<file path="src/rtl/add_share_arbiter_pkg.sv">
// Shared definitions for the add_share_arbiter slice.
package add_share_arbiter_pkg;

    // Datapath width of the shared adder. Signed overflow occurs when both
    // operands have the same sign and the sum's sign differs from it.
    localparam int unsigned WORD_W = 64;

    // Response slot occupancy.
    typedef enum logic {
        SLOT_EMPTY = 1'b0,
        SLOT_FULL  = 1'b1
    } slot_e;

endpackage

</file>
<file path="src/rtl/add_64bit.sv">
// 64-bit signed adder with overflow flag.
module add_64bit (
    input  logic [63:0] a,
    input  logic [63:0] b,
    output logic [63:0] sum,
    output logic        overflow
);

    // Wrap-around sum; overflow when same-signed operands yield an opposite-signed sum.
    always_comb begin
        sum      = a + b;
        overflow = (a[63] == b[63]) && (sum[63] != a[63]);
    end

endmodule

</file>
<file path="src/rtl/add_share_arbiter_rr_grant.sv">
// Combinational round-robin grant: first valid request at or above ptr, modulo NREQ.
module rr_grant #(
    parameter int unsigned NREQ = 4,
    parameter int unsigned ID_W = $clog2(NREQ)
) (
    input  logic [NREQ-1:0] req,
    input  logic [ID_W-1:0] ptr,
    output logic [NREQ-1:0] grant,
    output logic [ID_W-1:0] gidx,
    output logic            any
);

    logic [2*NREQ-1:0] dbl;
    logic [NREQ-1:0]   rot;
    int unsigned       pos;

    // Rotate requests so ptr lands at bit 0, then take the lowest set bit.
    always_comb begin
        dbl   = {req, req} >> ptr;
        rot   = dbl[NREQ-1:0];
        pos   = 0;
        gidx  = '0;
        any   = 1'b0;
        grant = '0;
        for (int unsigned j = 0; j < NREQ; j++) begin
            if (!any && rot[j]) begin
                any = 1'b1;
                pos = 32'(ptr) + j;
                if (pos >= NREQ) begin
                    pos = pos - NREQ;
                end
                gidx = pos[ID_W-1:0];
            end
        end
        for (int unsigned i = 0; i < NREQ; i++) begin
            grant[i] = any && (32'(gidx) == i);
        end
    end

endmodule

</file>
<file path="src/rtl/add_share_arbiter.sv">
// Round-robin sharing of one add_64bit among NREQ requesters with a single
// registered response slot under valid/ready backpressure.
module add_share_arbiter
    import add_share_arbiter_pkg::*;
#(
    parameter int unsigned NREQ = 4,
    parameter int unsigned ID_W = $clog2(NREQ)
) (
    input  logic                   clk,
    input  logic                   rst_n,
    input  logic [NREQ-1:0]        req_valid,
    output logic [NREQ-1:0]        req_ready,
    input  logic [NREQ*WORD_W-1:0] req_a,
    input  logic [NREQ*WORD_W-1:0] req_b,
    output logic                   resp_valid,
    input  logic                   resp_ready,
    output logic [WORD_W-1:0]      resp_sum,
    output logic                   resp_overflow,
    output logic [ID_W-1:0]        resp_id
);

    slot_e             slot_q, slot_d;
    logic [NREQ-1:0]   grant;
    logic [ID_W-1:0]   gidx;
    logic              any;
    logic [ID_W-1:0]   ptr_q, ptr_nxt;
    logic              can_accept, accept;
    logic [WORD_W-1:0] op_a, op_b, add_sum;
    logic              add_ovf;

    rr_grant #(
        .NREQ (NREQ),
        .ID_W (ID_W)
    ) u_grant (
        .req   (req_valid),
        .ptr   (ptr_q),
        .grant (grant),
        .gidx  (gidx),
        .any   (any)
    );

    add_64bit u_add (
        .a        (op_a),
        .b        (op_b),
        .sum      (add_sum),
        .overflow (add_ovf)
    );

    // Handshake: accept only when the slot is empty or draining, never in reset.
    always_comb begin
        resp_valid = (slot_q == SLOT_FULL);
        can_accept = !resp_valid || resp_ready;
        req_ready  = (rst_n && can_accept) ? grant : '0;
        accept     = rst_n && can_accept && any;
    end

    // Operand mux for the granted requester and wrap-around pointer advance.
    always_comb begin
        op_a = '0;
        op_b = '0;
        for (int unsigned i = 0; i < NREQ; i++) begin
            if (32'(gidx) == i) begin
                op_a = req_a[i*WORD_W +: WORD_W];
                op_b = req_b[i*WORD_W +: WORD_W];
            end
        end
        if (32'(gidx) == NREQ - 1) begin
            ptr_nxt = '0;
        end else begin
            ptr_nxt = gidx + 1'b1;
        end
    end

    // Slot next-state: fill on accept, empty on drain without accept.
    always_comb begin
        slot_d = slot_q;
        if (accept) begin
            slot_d = SLOT_FULL;
        end else if (resp_valid && resp_ready) begin
            slot_d = SLOT_EMPTY;
        end
    end

    // Slot state register.
    always_ff @(posedge clk) begin
        if (!rst_n) begin
            slot_q <= SLOT_EMPTY;
        end else begin
            slot_q <= slot_d;
        end
    end

    // Response data and pointer load only on accept; they hold across drains.
    always_ff @(posedge clk) begin
        if (!rst_n) begin
            resp_sum      <= '0;
            resp_overflow <= 1'b0;
            resp_id       <= '0;
            ptr_q         <= '0;
        end else if (accept) begin
            resp_sum      <= add_sum;
            resp_overflow <= add_ovf;
            resp_id       <= gidx;
            ptr_q         <= ptr_nxt;
        end
    end

endmodule

</file>
<file path="config.mk">
export PLATFORM = sky130hd
export DESIGN_NAME = add_share_arbiter
export DESIGN_NICKNAME = d
export VERILOG_FILES = /design/src/rtl/add_share_arbiter_pkg.sv /design/src/rtl/add_64bit.sv /design/src/rtl/add_share_arbiter_rr_grant.sv /design/src/rtl/add_share_arbiter.sv
export SDC_FILE = /design/constraint.sdc
export NUM_CORES = 1
export LEC_CHECK = 0
export CORE_AREA = 2 2 229 231
export CTS_BUF_LIST = sky130_fd_sc_hd__clkbuf_4
export CTS_CLUSTER_SIZE = 14
export DETAILED_ROUTE_END_ITERATION = 16
export DIE_AREA = 0 0 231 233
export HOLD_SLACK_MARGIN = 0.08
export RECOVER_POWER = 50
export SYNTH_ARGS = -nofsm -noshare
export SYNTH_HDL_FRONTEND = slang
export SYNTH_SLANG_ARGS = --single-unit
</file>
<file path="constraint.sdc">
create_clock -name clk -period 6.6 [get_ports clk]
set_input_delay 1.32 -clock clk [delete_from_list [all_inputs] [get_ports clk]]
set_output_delay 1.32 -clock clk [all_outputs]
set_load 0.1 [all_outputs]
</file>
Yosys cells after proc, flatten, opt, wreduce, memory -nomap -nowiden. Index checks and enable logic that the tools add are counted.

Register bits after elaboration: 70.

Mux-type cells: 24. Reduce and logical (&&, ||, !) cells: 18. $add $sub $neg: 9. Shifts and indexed selects: 1. Eq/ne operators: 5. $lt $le $gt $ge: 4.

Operators by type and width (count): two-way mux 64 bit (8); adder 64 bit (1); two-way mux 2 bit (9); logical AND 1 bit (11); >= comparator 3 bit (second input constant) (3); >> shifter 8 x 2 -> 4 bit (1); subtractor 2 x 1 -> 2 bit (second input constant) (4); adder 2 x 2 -> 3 bit (second input constant) (2); two-way mux 1 bit (6); == test 2 bit (second input constant) (2); logical NOT 1 bit (4); two-way mux 4 bit (1); adder 2 x 1 -> 3 bit (second input constant) (1); >= comparator 2 x 3 -> 1 bit (second input constant) (1); adder 2 x 1 -> 2 bit (second input constant) (1); == test 2 x 1 -> 1 bit (second input constant) (1); logical NOT 2 bit (1); nonzero test 2 bit (1); == test 1 bit (1); logical OR 1 bit (1); != test 1 bit (1).

Longest topological paths before layout. Gate-level depths: netlist (run 1).

Depth in word-level cells: 19. Depth in mapped cells: 25. Depth with buffers taken out: 22.

Modules after synthesis. A second synthesis (run 1) with hierarchy kept.

Cells, all modules: 1526. Area, all modules: 10423.7 sq um.

By module, submodules not included: add_share_arbiter (times used 1, area an instance 6268.5 sq um, cells each 905); add_64bit (times used 1, area an instance 3943.8 sq um, cells each 588); rr_grant (times used 1, area an instance 211.5 sq um, cells each 33).

Worst setup path before layout (run 1). No wires, ideal clock.

Path kind: input-to-reg. Start point: in req_valid[1]. End point: reg resp_sum[36]. Arrival time: 5.750 ns. Stages: 20. Library setup time: 0.062 ns. Slack: 0.788 ns. Path through: or4_1 > nand2b_1 > ha_1 > clkbuf_1 > clkbuf_1 > clkbuf_1 > nor2_1 > a21oi_1 > o21ai_0 > ha_1 > fa_1 > a21o_1 > a221oi_2 > a211oi_2 > o211ai_2 > nand2_1 > a31oi_1 > o31ai_1 > a2111o_1 > nand3_1.

Word-level cells in the longest chain between the ends: 17. Elaborated cells on any way between the ends: 29. Those cells by class: add/sub (1); eq/ne (3); shift (1); mux (16); reduce/logical (8).

Ends and longest elaborated chain: start: declaration (RTL line add_share_arbiter.sv:11) `input logic [NREQ-1:0] req_valid,`; >> shifter 8 x 2 -> 4 bit * (RTL line add_share_arbiter_rr_grant.sv:19) `dbl = {req, req} >> ptr;`; two-way mux 1 bit (RTL line add_share_arbiter_rr_grant.sv:26) `if (!any && rot[j]) begin`; logical NOT 1 bit (RTL line add_share_arbiter_rr_grant.sv:26); logical AND 1 bit (RTL line add_share_arbiter_rr_grant.sv:26); two-way mux 1 bit (RTL line add_share_arbiter_rr_grant.sv:26); logical NOT 1 bit (RTL line add_share_arbiter_rr_grant.sv:26); logical AND 1 bit (RTL line add_share_arbiter_rr_grant.sv:26); two-way mux 1 bit (RTL line add_share_arbiter_rr_grant.sv:26); logical NOT 1 bit (RTL line add_share_arbiter_rr_grant.sv:26); logical AND 1 bit (RTL line add_share_arbiter_rr_grant.sv:26); two-way mux 2 bit (RTL line add_share_arbiter_rr_grant.sv:26); logical NOT 2 bit (RTL line add_share_arbiter.sv:62) `if (32'(gidx) == i) begin`; two-way mux 64 bit (4 in series) (RTL line add_share_arbiter.sv:62); adder 64 bit (RTL line add_64bit.sv:11) `sum = a + b;`; end signal: assignment (RTL line add_share_arbiter.sv:101) `resp_sum <= add_sum;`; end: declaration (RTL line add_share_arbiter.sv:17) `output logic [WORD_W-1:0] resp_sum,`.

Mark *: on every way between the ends. The rest lies on a longest branch, timed or not. A chain may end at the register's enable or synchronous reset.

Final worst setup path (run 1).
Start point: in req_valid[2]. End point: reg resp_sum[62].

Word-level cells in the longest chain between the ends: 17. Elaborated cells on any way between the ends: 29. Those cells by class: add/sub (1); eq/ne (3); shift (1); mux (16); reduce/logical (8).

Ends and longest elaborated chain: >> shifter 8 x 2 -> 4 bit * (RTL line add_share_arbiter_rr_grant.sv:19); two-way mux 1 bit (RTL line add_share_arbiter_rr_grant.sv:26); logical NOT 1 bit (RTL line add_share_arbiter_rr_grant.sv:26); logical AND 1 bit (RTL line add_share_arbiter_rr_grant.sv:26); two-way mux 1 bit (RTL line add_share_arbiter_rr_grant.sv:26); logical NOT 1 bit (RTL line add_share_arbiter_rr_grant.sv:26); logical AND 1 bit (RTL line add_share_arbiter_rr_grant.sv:26); two-way mux 1 bit (RTL line add_share_arbiter_rr_grant.sv:26); logical NOT 1 bit (RTL line add_share_arbiter_rr_grant.sv:26); logical AND 1 bit (RTL line add_share_arbiter_rr_grant.sv:26); two-way mux 2 bit * (RTL line add_share_arbiter_rr_grant.sv:26); named net gidx[0] (RTL line add_share_arbiter.sv:24) `logic [ID_W-1:0] gidx;`; logical NOT 2 bit (RTL line add_share_arbiter.sv:62); two-way mux 64 bit (4 in series) (RTL line add_share_arbiter.sv:62); adder 64 bit * (RTL line add_64bit.sv:11).

Mark *: on every way through the listed nets, which the timed path passes. The rest lies on a longest branch.

==> results of run 1 <==
## critical path, cell delays in order
cell and delay [ns]:
clkdlybuf4s50_1 0.48, or4_1 0.58, nand2b_1 0.14, inv_1 0.11, ha_4 0.20, buf_12 0.15, buf_4 0.17, buf_4 0.16
nor2_1 0.11, a21oi_1 0.05, nor2_1 0.08, a21oi_1 0.05, o21ai_0 0.42, ha_1 0.40, a21o_1 0.23, a21o_1 0.22
a311oi_1 0.43, nand4_1 0.19, o2111ai_1 0.25, o211ai_1 0.21, a21oi_1 0.22, nor4_1 0.07, a211o_1 0.25
## per-stage QoR
step	area, sq um	cells
after global placement	18900	3224
after floorplan	10600	1846
final	19100	3241
after global routing	19100	3241
after detailed placement	18900	3224
after CTS	19100	3240
## how the worst max path moves through the flow
stage,to,depth (start not counted)
final,resp_sum[62],23
after CTS,resp_sum[62],23
after floorplan,resp_sum[36],20
after global placement,resp_sum[62],23
after detailed placement,resp_sum[62],23
after global routing,resp_sum[62],23
## registers in the layout, summed over array words and instances (netlist names)
register and cells:
ptr_q 2, resp_overflow 1, resp_id 2, resp_sum 64
resp_valid 1
## metal layers
layer  vias up  share of wire (%)
li1       7899                  -
met4         2                1.4
met2       458                 47
met5         -              0.021
met1      7029                 47
met3        44                4.7
## placed cells by master (no fill, tap or decap), drive strengths merged, types with 12 or more instances in the layout
master / instances
xnor2: 28
nand4: 24
nor3: 17
o21a: 12
a21oi: 338
nand3: 80
dlygate4sd3: 66
xor2: 27
nor2: 295
o21bai: 16
a21o: 32
o21ai: 206
a31oi: 16
nand2: 319
clkdlybuf4s50: 519
buf: 269
dfxtp: 70
ha: 67
and3: 12
inv: 22
## kinds of logic (layout without fill, tap and decap cells)
group                    after synthesis  after routing  share of synthesized area, %
adder cells (fa/ha/maj)               68             68                          8.07
XOR/XNOR                              55             55                          4.53
multiplexers                           2              2                         0.188
AO/OA/AOI/OAI                        688            688                          36.6
AND/OR/NAND/NOR                      783            783                          30.8
buffers and inverters                180            894                          6.64
other                                  0              1                             0
flip-flops                            70             70                          13.2
## power breakdown
group          total [mW]  internal [mW]  switching [mW]
Combinational        5.22           1.87            3.35
Clock               0.284          0.113           0.171
Sequential          0.704          0.600           0.104
## final cells by class
class                      count  area [sq um]  area share (%)
inverter                      22          82.6           0.433
sequential                    70          1400            7.35
timing repair buffer         856          8020            42.0
tap                          680           851            4.46
antenna                        1          2.50          0.0131
clock buffer                   9          67.6           0.354
multi-input combinational   1596          8590            45.0
clock inverter                 7          65.1           0.341
==> out/results.ini, run 1 <==
[power_and_ir_drop]
finalPower_mw=6.20
max-vdd-ir-drop_mv=0.118
powerDensity_mw_per_mm2=325
p_leak_nw=8.09

[worst_setup_path]
critical_path_arrival_ns=6.52
startpoint_type=primary input
critPathMaxFanout=15
cp-end-kind=flip-flop
crit-reg2reg-launch=ptr_q[1]
crit_type=in -> reg
rr_endpoint=resp_sum[62]
rr_worst_depth=23
cp_data_required_time_ns=6.96
crit_path_start=req_valid[2]
reg2reg_slack_ns=1.42

[sta]
hold_violations=0
slew_headroom_pct=25.4
worstMarginPinSlew_ns=1.12
slew_violations=0
timing.final.crit_period_ns=6.17
timing.hold.ws_ns=0.455
fin_crit_sh_pct=93.4
setup_tns_ns=0
setup_slack_ns=0.434
skew_ns=0.0179
setup_violations=0
fmax_ghz=0.162
grt_setup_unrepaired=false

[clock_tree]
cts.sinks=70
clk_latency_ns=0.45
htreeDepth=3
post-cts-setup-buffers=0
clk_pin_slew_worst_paths_ns=0.12
cts_made_buffers=9
holdBufCountCts=0
post_cts_resized=0
cts_root_buffer=clkbuf_4
cts.path.max_buffers=2
cts_tree=built

[synth]
yosysSeqAreaShare_pct=13.2
synth_area_leader_cell=a21oi_1
synthArstFlopShare_pct=0
synth.avg_cell_area_sq_um=5.76
synth.most_common_cell=a21oi_1
ys_seq_elements=70
synth_nets=2433
synth_cells=1846
synth_commonest_cells=337 x a21oi_1, 319 x nand2_1, 295 x nor2_1, 204 x o21ai_0, 121 x clkbuf_1
yosysUniqueCellTypes=63
synth_ff_type=dfxtp_1
yosysWarnings=0
synth_top_area_share_pct=15.9
synthTopCellsByArea=a21oi_1 16%, dfxtp_1 13%, nand2_1 11%
synth-edff-count=0
syn_area_sq_mm=0.0106

[flow_run]
maxCapViolations=0

[global_route]
grt_pass1_vias=15100
grt_antenna_before_repair=3
grt.overflow.total=0
use_met2_pct=37.1
grt_usage_pct=21.8
grt_pass1_wl_microns=90600
use_met3_pct=2.48
top_usage_layer=met2
use_met1_pct=29.9
grt_max_degree=78

[placed_design]
place.port_buffers=590
dpl_worst_slack_ns=-0.126
gp_congestion=0.943
dpl.hpwl_microns=53600

[routing]
dr.pass1.iters=5
vias=15400
vias_per_cell=4.76
ant_nets=0
wirelength_microns=61800
wl_per_cell_microns=19.1
drtIter0Drc=927
drcViolationCount=0

[hold_path]
holdPathStages=2
min_to=resp_sum[10]
hold_start=resp_sum[10]
hold_path.class=reg -> reg

[floorplanning]
initial_core_util_pct=20.8
dieHeight_microns=233
pin_count=591
die_area_sq_mm=0.0538
core_area_sq_mm=0.0511
die_x_microns=231
num_rows=83

[finish]
final_nets=3142
drive_above_1_share_pct=11.8
num-fill-cells=5539
syn_to_final_growth_pct=79.4
final_util_pct=37.3

[status]
outcome=finished clean

No activity file was read; power rests on OpenSTA's default activity.
==> run 2, diff against run 1 <==
- SKIP_CTS_REPAIR_TIMING: unset -> 1
==> results of run 2 <==
No change in the layout: final DEF, timing and power equal those of run 1.
